**src/rtl/reg_access_arbiter_if.sv**
```systemverilog
// Bus bundle between the arbiter, its two requesters and the shared test register.
// The slave modport is the arbiter's view; master is the client/register side.
interface reg_access_arbiter_if #(
  parameter int DATA_WIDTH = 16
);
  logic [1:0]            req;
  logic [1:0]            op;
  logic [DATA_WIDTH-1:0] req_data0;
  logic [DATA_WIDTH-1:0] req_data1;
  logic [1:0]            ack;
  logic [DATA_WIDTH-1:0] rsp_data;
  logic                  busy;
  logic                  reg_en;
  logic                  reg_state;
  logic [DATA_WIDTH-1:0] reg_rd_data;
  logic [DATA_WIDTH-1:0] reg_wr_data;

  modport slave (
    input  req, op, req_data0, req_data1, reg_wr_data,
    output ack, rsp_data, busy, reg_en, reg_state, reg_rd_data
  );

  modport master (
    output req, op, req_data0, req_data1, reg_wr_data,
    input  ack, rsp_data, busy, reg_en, reg_state, reg_rd_data
  );
endinterface

```
**src/rtl/reg_access_arbiter.sv**
```systemverilog
// Two-requester arbiter sequencing a single-word test register (IDLE->EN->SETTLE->ACK).
// Define REG_ARB_FIXED_PRIO_EN for fixed priority (requester 0 wins ties); default is round-robin.
module reg_access_arbiter #(
  parameter int DATA_WIDTH = 16,
  parameter int EN_CYCLES  = 1
) (
  input logic                  clk,
  input logic                  reset_n,
  reg_access_arbiter_if.slave  bus
);

  if (EN_CYCLES < 1 || EN_CYCLES > 15) begin : g_bad_en_cycles
    $error("reg_access_arbiter: EN_CYCLES must be in 1..15");
  end

  typedef enum logic [1:0] {
    S_IDLE,
    S_EN,
    S_SETTLE,
    S_ACK
  } state_t;

  state_t                state_q, state_d;
  logic [3:0]            cnt_q, cnt_d;
  logic                  winner_q, winner_d;
  logic                  pick;
  logic [1:0]            ack_d;
  logic [DATA_WIDTH-1:0] rsp_d;
  logic                  busy_d;
  logic                  en_d;
  logic                  dir_d;
  logic [DATA_WIDTH-1:0] rd_d;

`ifdef REG_ARB_FIXED_PRIO_EN
  assign pick = ~bus.req[0];
`else
  logic last_q;

  // A tie goes to whoever was not granted last; a lone requester always wins.
  assign pick = (&bus.req) ? ~last_q : bus.req[1];

  always_ff @(posedge clk or negedge reset_n) begin
    if (!reset_n) begin
      last_q <= 1'b1;
    end else if (state_q == S_IDLE && |bus.req) begin
      last_q <= pick;
    end
  end
`endif

  always_comb begin
    // NOTE: every variable gets a default before the case so no path leaves it unassigned (no latches).
    state_d  = state_q;
    cnt_d    = cnt_q;
    winner_d = winner_q;
    ack_d    = '0;
    rsp_d    = bus.rsp_data;
    busy_d   = bus.busy;
    en_d     = bus.reg_en;
    dir_d    = bus.reg_state;
    rd_d     = bus.reg_rd_data;

    unique case (state_q)
      S_IDLE: begin
        if (|bus.req) begin
          winner_d = pick;
          busy_d   = 1'b1;
          en_d     = 1'b1;
          dir_d    = bus.op[pick];
          rd_d     = pick ? bus.req_data1 : bus.req_data0;
          cnt_d    = 4'(EN_CYCLES - 1);
          state_d  = S_EN;
        end
      end
      S_EN: begin
        if (cnt_q == 4'd0) begin
          en_d    = 1'b0;
          state_d = S_SETTLE;
        end else begin
          cnt_d = cnt_q - 4'd1;
        end
      end
      S_SETTLE: begin
        // Fetch returns the register's output; capture echoes the data just written.
        rsp_d           = bus.reg_state ? bus.reg_wr_data : bus.reg_rd_data;
        ack_d[winner_q] = 1'b1;
        state_d         = S_ACK;
      end
      S_ACK: begin
        busy_d  = 1'b0;
        dir_d   = 1'b0;
        rd_d    = '0;
        state_d = S_IDLE;
      end
      default: state_d = S_IDLE;
    endcase
  end

  always_ff @(posedge clk or negedge reset_n) begin
    if (!reset_n) begin
      state_q         <= S_IDLE;
      cnt_q           <= '0;
      winner_q        <= 1'b0;
      bus.ack         <= '0;
      bus.rsp_data    <= '0;
      bus.busy        <= 1'b0;
      bus.reg_en      <= 1'b0;
      bus.reg_state   <= 1'b0;
      bus.reg_rd_data <= '0;
    end else begin
      // NOTE: non-blocking so every register samples pre-edge values, independent of statement order.
      state_q         <= state_d;
      cnt_q           <= cnt_d;
      winner_q        <= winner_d;
      bus.ack         <= ack_d;
      bus.rsp_data    <= rsp_d;
      bus.busy        <= busy_d;
      bus.reg_en      <= en_d;
      bus.reg_state   <= dir_d;
      bus.reg_rd_data <= rd_d;
    end
  end

endmodule

```
**src/flat_wrapper.sv**
```systemverilog
// flat-port wrapper written by rule: the top's interface ports become plain ports
module reg_access_arbiter_flat 
#(
  parameter int DATA_WIDTH = 16,
  parameter int EN_CYCLES  = 1
)
  (clk, reset_n, bus_req, bus_op, bus_req_data0, bus_req_data1, bus_reg_wr_data, bus_ack, bus_rsp_data, bus_busy, bus_reg_en, bus_reg_state, bus_reg_rd_data);
  reg_access_arbiter_if #(.DATA_WIDTH(DATA_WIDTH)) bus_i ();
  input logic clk;
  input logic reset_n;
  input wire logic [$bits(bus_i.req)-1:0] bus_req;
  input wire logic [$bits(bus_i.op)-1:0] bus_op;
  input wire logic [$bits(bus_i.req_data0)-1:0] bus_req_data0;
  input wire logic [$bits(bus_i.req_data1)-1:0] bus_req_data1;
  input wire logic [$bits(bus_i.reg_wr_data)-1:0] bus_reg_wr_data;
  output wire logic [$bits(bus_i.ack)-1:0] bus_ack;
  output wire logic [$bits(bus_i.rsp_data)-1:0] bus_rsp_data;
  output wire logic [$bits(bus_i.busy)-1:0] bus_busy;
  output wire logic [$bits(bus_i.reg_en)-1:0] bus_reg_en;
  output wire logic [$bits(bus_i.reg_state)-1:0] bus_reg_state;
  output wire logic [$bits(bus_i.reg_rd_data)-1:0] bus_reg_rd_data;
  assign bus_i.req = bus_req;
  assign bus_i.op = bus_op;
  assign bus_i.req_data0 = bus_req_data0;
  assign bus_i.req_data1 = bus_req_data1;
  assign bus_i.reg_wr_data = bus_reg_wr_data;
  assign bus_ack = bus_i.ack;
  assign bus_rsp_data = bus_i.rsp_data;
  assign bus_busy = bus_i.busy;
  assign bus_reg_en = bus_i.reg_en;
  assign bus_reg_state = bus_i.reg_state;
  assign bus_reg_rd_data = bus_i.reg_rd_data;
  reg_access_arbiter #(.DATA_WIDTH(DATA_WIDTH), .EN_CYCLES(EN_CYCLES)) u_core (.clk(clk), .reset_n(reset_n), .bus(bus_i));
endmodule
```
**config.mk**
```make
export PLATFORM = sky130hd
export DESIGN_NAME = reg_access_arbiter_flat
export DESIGN_NICKNAME = d
export VERILOG_FILES = /design/src/rtl/reg_access_arbiter_if.sv /design/src/rtl/reg_access_arbiter.sv /design/src/flat_wrapper.sv
export SDC_FILE = /design/constraint.sdc
export NUM_CORES = 1
export LEC_CHECK = 0
export CAP_MARGIN = 40
export CELL_PAD_IN_SITES_DETAIL_PLACEMENT = 1
export CELL_PAD_IN_SITES_GLOBAL_PLACEMENT = 1
export CORE_MARGIN = 4
export CORE_UTILIZATION = 35
export CTS_CLUSTER_DIAMETER = 120
export DETAILED_ROUTE_END_ITERATION = 7
export PLACE_DENSITY_LB_ADDON = 0.1
export SLEW_MARGIN = 20
export SYNTH_ARGS = -nofsm -noshare
export SYNTH_HDL_FRONTEND = slang
export SYNTH_SLANG_ARGS = --single-unit
```
**constraint.sdc**
```tcl
create_clock -name clk -period 3.35 [get_ports clk]
set_clock_uncertainty 0.05 [all_clocks]
set_input_delay 0.335 -clock clk [delete_from_list [all_inputs] [get_ports clk]]
set_output_delay 0.335 -clock clk [all_outputs]
set_load 0.005 [all_outputs]
```
==> results of run 1 <==
[synthesized netlist by cell type (all sizes together) (2+ instances only)]
master | n | area, sq um
dfrtp | 44 | 1101
mux2i | 34 | 340.3
a21oi | 18 | 93.84
nor2 | 18 | 67.56
o2bb2ai | 17 | 148.9
ha | 8 | 100.1
buf | 7 | 60.05
o21ai | 7 | 46.30
clkbuf | 5 | 18.77
inv | 5 | 18.77
nand2 | 5 | 18.77
o31ai | 3 | 22.52
nor2b | 2 | 12.51
nor3b | 2 | 20.02
o211ai | 2 | 15.01
or3b | 2 | 22.52
[cell usage in the layout (no fill, tap or decap), types with 2 or more instances in the layout]
| master | netlist | layout |
|---|---|---|
| bufinv_16 | 0 | 2 |
| mux2i_1 | 34 | 34 |
| dfrtp_1 | 44 | 44 |
| ha_1 | 8 | 8 |
| o21ai_0 | 6 | 6 |
| nor2b_1 | 2 | 2 |
| clkbuf_8 | 0 | 5 |
| o211ai_1 | 2 | 2 |
| clkdlybuf4s50_1 | 0 | 89 |
| or3b_4 | 2 | 2 |
| nor2_1 | 18 | 18 |
| buf_4 | 1 | 4 |
| inv_1 | 5 | 5 |
| o2bb2ai_1 | 17 | 17 |
| a21oi_1 | 17 | 17 |
| o31ai_1 | 3 | 3 |
| nand2_1 | 5 | 5 |
[worst paths after layout]
kind / start / slack [ps] / cells after the start / to
worst min register to register: u_core.winner_q / 420 / 1 / u_core.bus.ack[0]
min in group asynchronous: reset_n / 490 / 2 / u_core.bus.rsp_data[1]
worst max-delay path: u_core.state_q[1] / 1350 / 5 / u_core.bus.busy
max in group asynchronous: reset_n / 2230 / 3 / u_core.bus.rsp_data[9]
worst min-delay path: u_core.winner_q / 420 / 1 / u_core.bus.ack[0]
worst max register to register: u_core.state_q[1] / 1350 / 5 / u_core.bus.busy
[layout make-up]
type | instances | area share (%)
flip-flops and latches | 45 | 33.78
multi-input cells | 130 | 30.18
repair buffers | 96 | 28.65
well taps | 75 | 2.812
clock buffers | 5 | 2.062
clock inverters | 3 | 1.950
inverters | 5 | 0.5624
[critical path, cell delays in order, from the launching register on]
cell and delay (ps):
dfrtp_1 420, inv_1 160, ha_1 390, or3b_4 470, o21ai_4 240, a21bo_2 220
[routing by layer]
layer / track usage [%] / vias up
met5: 0 / -
li1: - / 874
met1: 21.91 / 901
met2: 29.25 / 70
met3: 5.738 / 14
met4: 5.579 / 0
[cell families after synthesis]
| kind of cell | synth area share [%] |
|---|---|
| compound gates | 16.56 |
| flops | 50.59 |
| mux | 15.78 |
| simple gates | 8.197 |
| buf+inv | 4.379 |
| fa+ha+maj | 4.492 |
[what timing repair did]
action,CTS,global route
hold buffers,1,0
gates resized for setup,0,0
endpoints found under the hold margin,19,0
[state kept, by name (all words and copies together) (netlist names)]
signal / flops
u_core.bus.reg_state: 1
u_core.winner_q: 1
u_core.bus.rsp_data: 16
u_core.cnt_q: 4
u_core.bus.busy: 1
u_core.state_q: 2
u_core.last_q: 1
u_core.bus.ack: 2
u_core.bus.reg_en: 1
u_core.bus.reg_rd_data: 16
[power groups by stage]
stage	clock [mW]	combinational, mW	sequential [mW]
5_1_grt	0.521	1.60	1.03
6_report	0.488	1.44	0.987
4_1_cts	0.498	1.47	0.989
2_1_floorplan	0	0.739	0.982
3_3_place_gp	0	1.41	0.990
3_5_place_dp	0	1.45	0.992
[metrics by stage]
step | worst slack, ps | instances | power, mW
final | 1346 | 359 | 2.912
after floorplan | 1646 | 192 | 1.721
after global placement | 1117 | 349 | 2.404
after CTS | 1343 | 359 | 2.957
after global routing | 1180 | 359 | 3.149
after detailed placement | 1032 | 350 | 2.446
==> results by group, run 1 <==
Status
  • Outcome: finished clean

Placed design
  • Instance area after placement: 3193 sq um
  • Routability Congestion: 0.6962
  • Post-DP HPWL: 4677 um
  • Buffers added on ports: 90

Power and ir drop
  • Part of the power in the clock network: roughly 17%
  • P_leak: between 1 and 1.5 nW
  • Power Density: 872.5 nW/um^2
  • Gate power share: 49.3%
  • Internal power: 1.886 mW
  • Net switching fraction of the power: 35.21%
  • Power spent charging and discharging nets: 1.025 mW
  • Peak VDD IR: 429.5 uV
  • Seq pwr share: 33.9%

Timing
  • Setup TNS after final layout: 0 ps
  • Worst-Margin Slew: 592.4 ps
  • Final Hold Vio Count: 0
  • Share of the clock period used by the worst path after layout: between 50% and 60%
  • Setup-failing EPs final: 0
  • RSZ-0062 raised after global routing: false
  • Period minus WS final: 2004 ps
  • Slew Limit Fails: 0
  • Worst hold margin: 419.5 ps
  • Fmax: approximately 500 MHz
  • Max_slew headroom: 60.36%

Global route
  • Overall fraction of global-route tracks in use: 17.67%
  • Via count of the first global-routing pass: 2,048
  • First-pass GRT wire length: 10,360 um
  • Number of antenna violations at the first check in global routing: 0
  • Largest net degree at the start of global routing: 36
  • Global-route congestion overflow total: 0

Route
  • Vias/cell: roughly 5.2
  • Routed wire per std cell: ~18 um
  • Top layer in use: met4
  • TritonRoute pass-1 iters: 4
  • DRC errors left: 0
  • Met2 wire length: 2945 um
  • Routed vias: about 1.9k
  • Initial detailed-routing violation count: 54
  • Routed wl met3: 520 um
  • Final ANT Viol Nets: 0
  • DRT met1 WL: approximately 2800 um
  • WL final: 6391 um

Critical path
  • Arrival @ worst endpoint: roughly 2200 ps
  • Path type of the worst setup path: reg2reg
  • Kind of end point of the critical path: register
  • Critical path data required time: 3540 ps
  • Type of element launching the critical path: register
  • CP Max Fanout: 18

Final layout
  • Storage cell area: 1127 sq um
  • Fill count: 666
  • Final core utilization: a little under three fifths
  • Final layout net count: ~350
  • Area growth from synthesis to final layout: 49.75%
  • Proportion of layout cells with a drive suffix above 1: 8.099%
  • Antenna Diode Count: 0
  • Post-layout instance area: between 3000 and 4000 sq um
  • Area taken by multi-input logic gates: ~1000 sq um

Logic synthesis
  • Average footprint of a synthesized cell: approximately 12 sq um
  • Synthesized instance count: 192
  • Number of distinct library cells after synthesis: 35
  • Part of the Yosys area used for sequential elements: between 50 and 60%
  • Synthesized flop and latch total: 45
  • Share of flip-flops with an asynchronous set or reset after synthesis: 100.0%
  • Net count of the mapped netlist: 254
  • Post-Syn Area: 2228 sq um
  • Number of synthesized flops with an enable pin: 0
  • Yosys Warn Count: 0
  • Most used DFF post-synth: dfrtp_1

Clocking
  • Maximum buffer depth of the clock tree: 2
  • H-tree Lvls: 2
  • Clock insertion delay at the later pin of the skew report: 300 ps
  • Post-CTS setup-driven buffer insertion count: 0
  • Clock tree from TritonCTS: built
  • Number of clock buffers inserted by TritonCTS: 5
  • Number of clock sinks seen by CTS: 45
  • Clock transition time at the flip-flop clock pins of the worst setup and hold paths: 90 ps
  • Root cell of the clock tree: clkbuf_8

Hold path
  • Path class of the lowest-slack min-delay path: reg2reg

Floorplanning
  • Area of the core: ~6100 sq um
  • Effective utilization at floorplan: around 37%
  • Number of I/O pins: 91
  • Floorplan die width: 87.79 um
  • DIE AREA: 7707 sq um
  • Die Y: roughly 88 um
  • Number of rows in the core area: 28

Job
  • Max_cap viols: 0
(Power assumes the default switching activity.)
==> inputs of run 2 (changes only) <==
--- a/config.mk
+++ b/config.mk
@@ -9,7 +9,7 @@
 export CELL_PAD_IN_SITES_DETAIL_PLACEMENT = 1
 export CELL_PAD_IN_SITES_GLOBAL_PLACEMENT = 1
 export CORE_MARGIN = 4
-export CORE_UTILIZATION = 35
+export CORE_UTILIZATION = 29
 export CTS_CLUSTER_DIAMETER = 120
 export DETAILED_ROUTE_END_ITERATION = 7
 export PLACE_DENSITY_LB_ADDON = 0.1
==> constraint.sdc (replaced) <==
create_clock -name clk -period 1.8 [get_ports clk]
set_clock_uncertainty 0.05 [all_clocks]
set_input_delay 0.18 -clock clk [delete_from_list [all_inputs] [get_ports clk]]
set_output_delay 0.18 -clock clk [all_outputs]
set_load 0.005 [all_outputs]
==> run 2 against run 1 <==
Non-clock buffer count is 12 higher. Global-route usage fell by 3.2 points. Register-to-register slack worse by 1300 ps. First-iteration DRC count down 9.3%. Sequential cell count did not move. Routed wire length is 3.2% higher. Critical path type unchanged. Largest cell class unchanged. Largest power group unchanged.
==> results by group, run 2 (synthesis results as in run 1) <==
Status
  • Outcome: finished clean

Final layout
  • Final layout net count: 358 (+3.8%)
  • Antenna Diode Count: 0 (unchanged)
  • Commonest cells after routing, fill and taps aside: 89 x clkdlybuf4s50_1, 44 x dfrtp_1, 34 x mux2i_1
  • Proportion of layout cells with a drive suffix above 1: 12.79% (+4.7 points)
  • Most common cell after layout, fill and taps aside: clkdlybuf4s50_1
  • Registers with the most flip-flops: u_core.bus.reg_rd_data x16, u_core.bus.rsp_data x16, u_core.cnt_q x4
  • Fill count: 790 (+19%)
  • Area growth from synthesis to final layout: 55.47%

Critical path
  • Count of buffering cells on the critical path with inverters included: 1 (unchanged)
  • Arrival @ worst endpoint: 1860 ps (-340 ps)
  • Worst stage delay on the critical path: 400 ps (-70 ps)
  • Critical path data required time: 1940 ps (-1600 ps)
  • Register-to-register setup slack: 80 ps (-1260 ps)
  • CP max stage cell: or3b_4
  • Critical path's top delay family: simple AND/OR/NAND/NOR gates
  • Type of element launching the critical path: register
  • CP Max Fanout: 3 (-15)
  • Cells along the critical path: inv_1, ha_2, or3b_4, a21oi_4, mux2_2
  • Kind of end point of the critical path: register
  • Path type of the worst setup path: reg2reg

Route
  • Final ANT Viol Nets: 0 (unchanged)
  • WL final: 6598 um (+3.2%)
  • Top layer in use: met4
  • Routed wire per std cell: 16.66 um (-6.4%)
  • TritonRoute pass-1 iters: 4 (unchanged)
  • Met2 wire length: 3169 um (+7.6%)
  • DRT met1 WL: 2895 um (+3.0%)
  • DRC errors left: 0 (unchanged)
  • Routed vias: 1,871 (+0.65%)
  • Routed wl met3: 466 um (-10%)
  • Vias/cell: 4.725 (-8.8%)
  • Initial detailed-routing violation count: 49 (-9.3%)

Clocking
  • Clock transition time at the flip-flop clock pins of the worst setup and hold paths: 90 ps (about the same)
  • Number of clock buffers inserted by TritonCTS: 5 (unchanged)
  • H-tree Lvls: 2 (unchanged)
  • Root cell of the clock tree: clkbuf_8
  • Clock tree from TritonCTS: built
  • Number of clock sinks seen by CTS: 45 (unchanged)
  • Clock insertion delay at the later pin of the skew report: 300 ps (about the same)
  • Maximum buffer depth of the clock tree: 2 (unchanged)

Hold path
  • Path class of the lowest-slack min-delay path: in2async

Floorplanning
  • Die Y: 95.66 um (+9.0%)
  • Number of I/O pins: 91 (unchanged)
  • Effective utilization at floorplan: 30.24% (-6.5 points)
  • Number of rows in the core area: 31 (+11%)
  • DIE AREA: 9151 sq um (+19%)
  • Floorplan die width: 95.66 um (+9.0%)
  • Area of the core: 7370 sq um (+22%)

Global route
  • Via count of the first global-routing pass: 1,966 (-4.0%)
  • Overall fraction of global-route tracks in use: 14.45% (-3.2 points)
  • First-pass GRT wire length: 10,090 um (-2.7%)
  • Number of antenna violations at the first check in global routing: 0 (unchanged)
  • Global-route congestion overflow total: 0 (unchanged)
  • Largest net degree at the start of global routing: 23 (-36%)

Power and ir drop
  • Net switching fraction of the power: 35.68% (+0.47 points)
  • Internal power: 3.510 mW (+86%)
  • Power spent charging and discharging nets: 1.947 mW (+90%)
  • Peak VDD IR: 466.2 uV (+8.6%)
  • Gate power share: 52.3% (+3.0 points)
  • Power Density: 1575 nW/um^2 (+81%)
  • Part of the power in the clock network: 14.3% (-2.5 points)
  • P_leak: 1.437 nW (+3.6%)
  • Seq pwr share: 33.4% (-0.5 points)

Placed design
  • Buffers added on ports: 90 (unchanged)
  • DP Worst Slack: 12.18 ps (-1020 ps)
  • Post-DP HPWL: 4966 um (+6.2%)
  • Routability Congestion: 0.7796 (+12%)

Timing
  • Setup-failing EPs final: 0 (unchanged)
  • Worst-Margin Slew: 454.3 ps (-138.1 ps)
  • Final setup slack of the worst path: 83.29 ps (-1263 ps)
  • Fmax: 582.5 MHz (+17%)
  • Worst hold margin: 167.6 ps (-251.9 ps)
  • RSZ-0062 raised after global routing: true
  • Share of the clock period used by the worst path after layout: 95.37% (+36 points)
  • Period minus WS final: 1717 ps (-287.2 ps)
  • Max_slew headroom: 69.71% (+9.3 points)
  • Slew Limit Fails: 0 (unchanged)
  • Final Hold Vio Count: 0 (unchanged)

Job
  • Max_cap viols: 0 (unchanged)
-- run 2: cell count changes in the layout (fill, tap and decap cells not counted) --
cell       before  now
nor3b_2         1    0
ha_1            8    5
a21oi_2         1    0
nor3b_4         0    1
o21ai_2         0    1
bufinv_16       2    1
clkinv_2        1    0
ha_2            0    3
buf_4           4   16
a21oi_4         0    1
clkinv_4        0    1
clkbuf_1        0    1
-- run 2: layer usage --
metal,up-vias,GRT usage (%)
met5,-,0
met4,0,3.910
met3,5,4.736
met2,60,23.34
met1,905,18.51
li1,901,-
-- run 2: final timing paths --
kind	startpoint	endpoint	depth (start not counted)
worst max-delay path	u_core.cnt_q[0]	u_core.state_q[1]	5
max in group asynchronous	reset_n	u_core.last_q	3
worst min register to register	u_core.winner_q	u_core.bus.ack[0]	1
worst max register to register	u_core.cnt_q[0]	u_core.state_q[1]	5
min in group clk	u_core.winner_q	u_core.bus.ack[0]	1
worst min-delay path	reset_n	u_core.bus.rsp_data[10]	2
-- run 2: cell type report --
class | instances | area, sq um | area share [%]
Clock buffer | 6 | 72.57 | 2.095
Multi-Input combinational cell | 131 | 1037 | 29.94
Sequential cell | 45 | 1127 | 32.54
Inverter | 5 | 18.77 | 0.5417
Timing Repair Buffer | 108 | 1046 | 30.19
Tap cell | 99 | 123.9 | 3.575
Clock inverter | 2 | 38.79 | 1.120
-- run 2: what timing repair did --
action,in CTS,in global routing
pin swaps,0,1
setup endpoints to repair,1,22
endpoints found under the hold margin,44,0
hold buffers,1,0
gates cloned,0,1
gates resized for setup,1,4
buffers inserted,0,2
-- run 2: power by group through the flow --
stage	clock [mW]	sequential, mW	combinational [mW]
final	0.781	1.82	2.85
after global routing	0.857	1.90	3.16
after CTS	0.805	1.84	2.86
after detailed placement	0	1.84	2.85
after global placement	0	1.84	2.80
after floorplan	0	1.83	1.38
-- run 2: per-stage QoR --
| step | utilization (%) | instance area [sq um] | setup TNS, ps | cells | total power, mW |
|---|---|---|---|---|---|
| floorplan | - | 2228 | 0 | 192 | 3.204 |
| global placement | 44.75 | 3298 | 0 | 384 | 4.638 |
| detailed placement | 44.75 | 3298 | 0 | 384 | 4.687 |
| CTS | 46.50 | 3427 | 0 | 393 | 5.503 |
| global route | 47.01 | 3465 | -16.63 | 396 | 5.922 |
| finish | 47.01 | 3465 | 0 | 396 | 5.457 |
-- run 2: worst register-to-register path: stages (launching register included) --
cell and delay, ps:
dfrtp_1 390, inv_1 90, ha_2 190, or3b_4 400, a21oi_4 150, mux2_2 350
==> inputs of run 3 (changes only) <==
--- a/config.mk
+++ b/config.mk
@@ -9,11 +9,13 @@
 export CELL_PAD_IN_SITES_DETAIL_PLACEMENT = 1
 export CELL_PAD_IN_SITES_GLOBAL_PLACEMENT = 1
 export CORE_MARGIN = 4
-export CORE_UTILIZATION = 29
+export CORE_UTILIZATION = 43
 export CTS_CLUSTER_DIAMETER = 120
 export DETAILED_ROUTE_END_ITERATION = 7
+export DONT_BUFFER_PORTS = 1
 export PLACE_DENSITY_LB_ADDON = 0.1
 export SLEW_MARGIN = 20
 export SYNTH_ARGS = -nofsm -noshare
 export SYNTH_HDL_FRONTEND = slang
 export SYNTH_SLANG_ARGS = --single-unit
+export TNS_END_PERCENT = 20
==> run 3 against run 2 <==
Utilization is 5.1 points higher. Hold slack worse by 140 ps. Design area is 27% lower. Register-to-register slack worse by 20 ps. Sequential share of layout area is 12 points higher. Critical path type unchanged. Power is 18% lower. Sequential cell count stayed put. Fmax is 1.0% lower. Non-clock buffer count is 90 lower. Via count is 14% lower. Largest cell class unchanged.
==> results by group, run 3 (synthesis results as in run 1) <==
Job
  • Max_cap viols: 0 (unchanged)

Power and ir drop
  • Peak VDD IR: 979.0 uV (+110%)
  • Internal power: 2.683 mW (-24%)
  • Net switching fraction of the power: 40.25% (+4.6 points)
  • Power spent charging and discharging nets: 1.807 mW (-7.2%)
  • P_leak: 1.098 nW (-24%)
  • Total power: 4.490 mW (-18%)
  • Seq pwr share: 43.2% (+9.8 points)
  • Power Density: 1767 nW/um^2 (+12%)
  • Part of the power in the clock network: 16.4% (+2.1 points)
  • Gate power share: 40.3% (-12 points)

Critical path
  • Critical path's top delay family: buffers and inverters
  • Worst stage delay on the critical path: 400 ps (about the same)
  • Path type of the worst setup path: reg2reg
  • Cell seen most often among critical-path stages: buf_4
  • Arrival @ worst endpoint: 1840 ps (-20 ps)
  • Kind of end point of the critical path: register
  • Type of element launching the critical path: register
  • Critical path data required time: 1910 ps (-30 ps)
  • Count of buffering cells on the critical path with inverters included: 3 (+2)
  • CP max stage cell: dfrtp_1
  • CP Max Fanout: 10 (+7)
  • Cells along the critical path: inv_2, ha_1, buf_4, nor3b_4, buf_4, o31ai_1, o21ai_0

Final layout
  • Antenna Diode Count: 0 (unchanged)
  • Proportion of layout cells with a drive suffix above 1: 16.99% (+4.2 points)
  • Final layout net count: 268 (-25%)
  • Most common cell after layout, fill and taps aside: dfrtp_1
  • Commonest cells after routing, fill and taps aside: 44 x dfrtp_1, 34 x mux2i_1, 18 x nor2_1
  • Post-layout instance area: 2541 sq um (-27%)
  • Registers with the most flip-flops: u_core.bus.reg_rd_data x16, u_core.bus.rsp_data x16, u_core.cnt_q x4
  • Area growth from synthesis to final layout: 14.04%

Timing
  • Setup-failing EPs final: 0 (unchanged)
  • Fmax: 576.5 MHz (-1.0%)
  • Setup TNS after final layout: 0 ps (unchanged)
  • Period minus WS final: 1735 ps (+17.79 ps)
  • Max_slew headroom: 62.21% (-7.5 points)
  • Share of the clock period used by the worst path after layout: 96.36% (+0.99 points)
  • Worst-Margin Slew: 566.8 ps (+112.4 ps)
  • Final Hold Vio Count: 0 (unchanged)
  • Slew Limit Fails: 0 (unchanged)
  • Final setup slack of the worst path: 65.49 ps (-17.79 ps)

Route
  • Routed vias: 1,614 (-14%)
  • TritonRoute pass-1 iters: 4 (unchanged)
  • Routed wire per std cell: 21.62 um (+30%)
  • WL final: 5902 um (-11%)
  • Vias/cell: 5.912 (+25%)
  • DRC errors left: 0 (unchanged)
  • DRT met1 WL: 2480 um (-14%)
  • Top layer in use: met4
  • Met2 wire length: 2817 um (-11%)
  • Routed wl met3: 547 um (+17%)
  • Initial detailed-routing violation count: 29 (-41%)
  • Final ANT Viol Nets: 0 (unchanged)

Placed design
  • Instance area after placement: 2297 sq um (-30%)
  • Post-DP HPWL: 4039 um (-19%)
  • DP Worst Slack: -0.1441 ps (-12.33 ps)
  • Routability Congestion: 0.8572 (+10%)
  • Buffers added on ports: 0 (-100%)

Global route
  • Number of antenna violations at the first check in global routing: 0 (unchanged)
  • Largest net degree at the start of global routing: 46 (+100%)
  • Via count of the first global-routing pass: 1,718 (-13%)
  • Global-route congestion overflow total: 0 (unchanged)
  • Overall fraction of global-route tracks in use: 18.36% (+3.9 points)
  • First-pass GRT wire length: 9018 um (-11%)

Clocking
  • Clock tree from TritonCTS: built
  • Root cell of the clock tree: clkbuf_8
  • Number of clock sinks seen by CTS: 45 (unchanged)
  • Clock transition time at the flip-flop clock pins of the worst setup and hold paths: 90 ps (about the same)
  • H-tree Lvls: 2 (unchanged)
  • Number of clock buffers inserted by TritonCTS: 5 (unchanged)
  • Clock insertion delay at the later pin of the skew report: 300 ps (about the same)
  • Maximum buffer depth of the clock tree: 2 (unchanged)

Floorplanning
  • Area of the core: 4880 sq um (-34%)
  • DIE AREA: 6398 sq um (-30%)
  • Die Y: 79.99 um (-16%)
  • Floorplan die width: 79.99 um (-16%)
  • Number of I/O pins: 91 (unchanged)
  • Effective utilization at floorplan: 45.67% (+15 points)
  • Number of rows in the core area: 25 (-19%)

Status
  • Outcome: finished clean

Hold path
  • Path class of the lowest-slack min-delay path: in2reg
-- run 3: cell count changes in the layout (fill, tap and decap cells not counted) --
cell,previous run,this run
clkdlybuf4s50_1,89,0
buf_4,16,13
dlygate4sd3_1,1,4
ha_2,3,0
inv_1,5,2
inv_2,0,3
ha_1,5,7
buf_12,1,0
buf_16,0,1
buf_2,1,0
clkbuf_1,1,0
clkinv_2,0,1
clkinv_4,1,0
ha_4,0,1
-- run 3: power by group through the flow --
| stage | clock network, mW | registers [mW] | logic [mW] |
|---|---|---|---|
| floorplan | 0 | 1.83 | 1.38 |
| global placement | 0 | 1.96 | 1.58 |
| detailed placement | 0 | 1.98 | 1.68 |
| CTS | 0.757 | 1.97 | 1.74 |
| global route | 0.806 | 2.01 | 2.03 |
| finish | 0.738 | 1.94 | 1.81 |
-- run 3: layout make-up --
| type | instances | area (sq um) |
|---|---|---|
| clock buffers | 5 | 68.82 |
| repair buffers | 18 | 165.2 |
| inverters | 5 | 18.77 |
| flip-flops and latches | 45 | 1127 |
| well taps | 67 | 83.83 |
| multi-input cells | 131 | 1042 |
| clock inverters | 2 | 35.03 |
| fillers | 534 | 2338 |
-- run 3: metrics by stage --
step                instances  utilization [%]  hold WS [ps]
finish                    273            52.08         24.57
global route              273            52.08         17.55
CTS                       266            50.59        0.6780
detailed placement        255            47.08        -164.4
global placement          255            47.08        -164.3
floorplan                 192                -        -165.6
-- run 3: timing repair --
action	CTS	global route
gates resized for setup	2	5
endpoints found under the setup margin	1	24
cloned	0	1
hold buffers	4	1
hold endpoints to repair	46	1
pin swaps	0	1
setup buffers	0	5
-- run 3: metal layers --
layer	GRT usage (%)	vias to the layer above
met5	0	-
met4	4.730	0
met3	7.223	9
met2	29.55	72
met1	22.98	815
li1	-	718
-- run 3: worst paths after layout --
check                                   from                         end  slack [ps]  cells past startpoint
setup / recovery           u_core.state_q[0]             u_core.cnt_q[0]          70                      7
hold / removal             bus_req_data0[15]  u_core.bus.reg_rd_data[15]          20                      2
setup reg to reg           u_core.state_q[0]             u_core.cnt_q[0]          70                      7
hold reg to reg              u_core.winner_q           u_core.bus.ack[0]         400                      1
max in group asynchronous            reset_n               u_core.last_q        1100                      2
min in group asynchronous            reset_n   u_core.bus.reg_rd_data[1]         350                      2
-- run 3: worst register-to-register path: cells and delay by family (launching register included) --
| kind | cells | cell delay [ps] |
|---|---|---|
| flip-flops | 1 | 400 |
| buffers and inverters | 3 | 410 |
| AND/OR/NAND/NOR | 1 | 170 |
| AO/OA/AOI/OAI | 2 | 350 |
| adder cells (fa/ha/maj) | 1 | 210 |
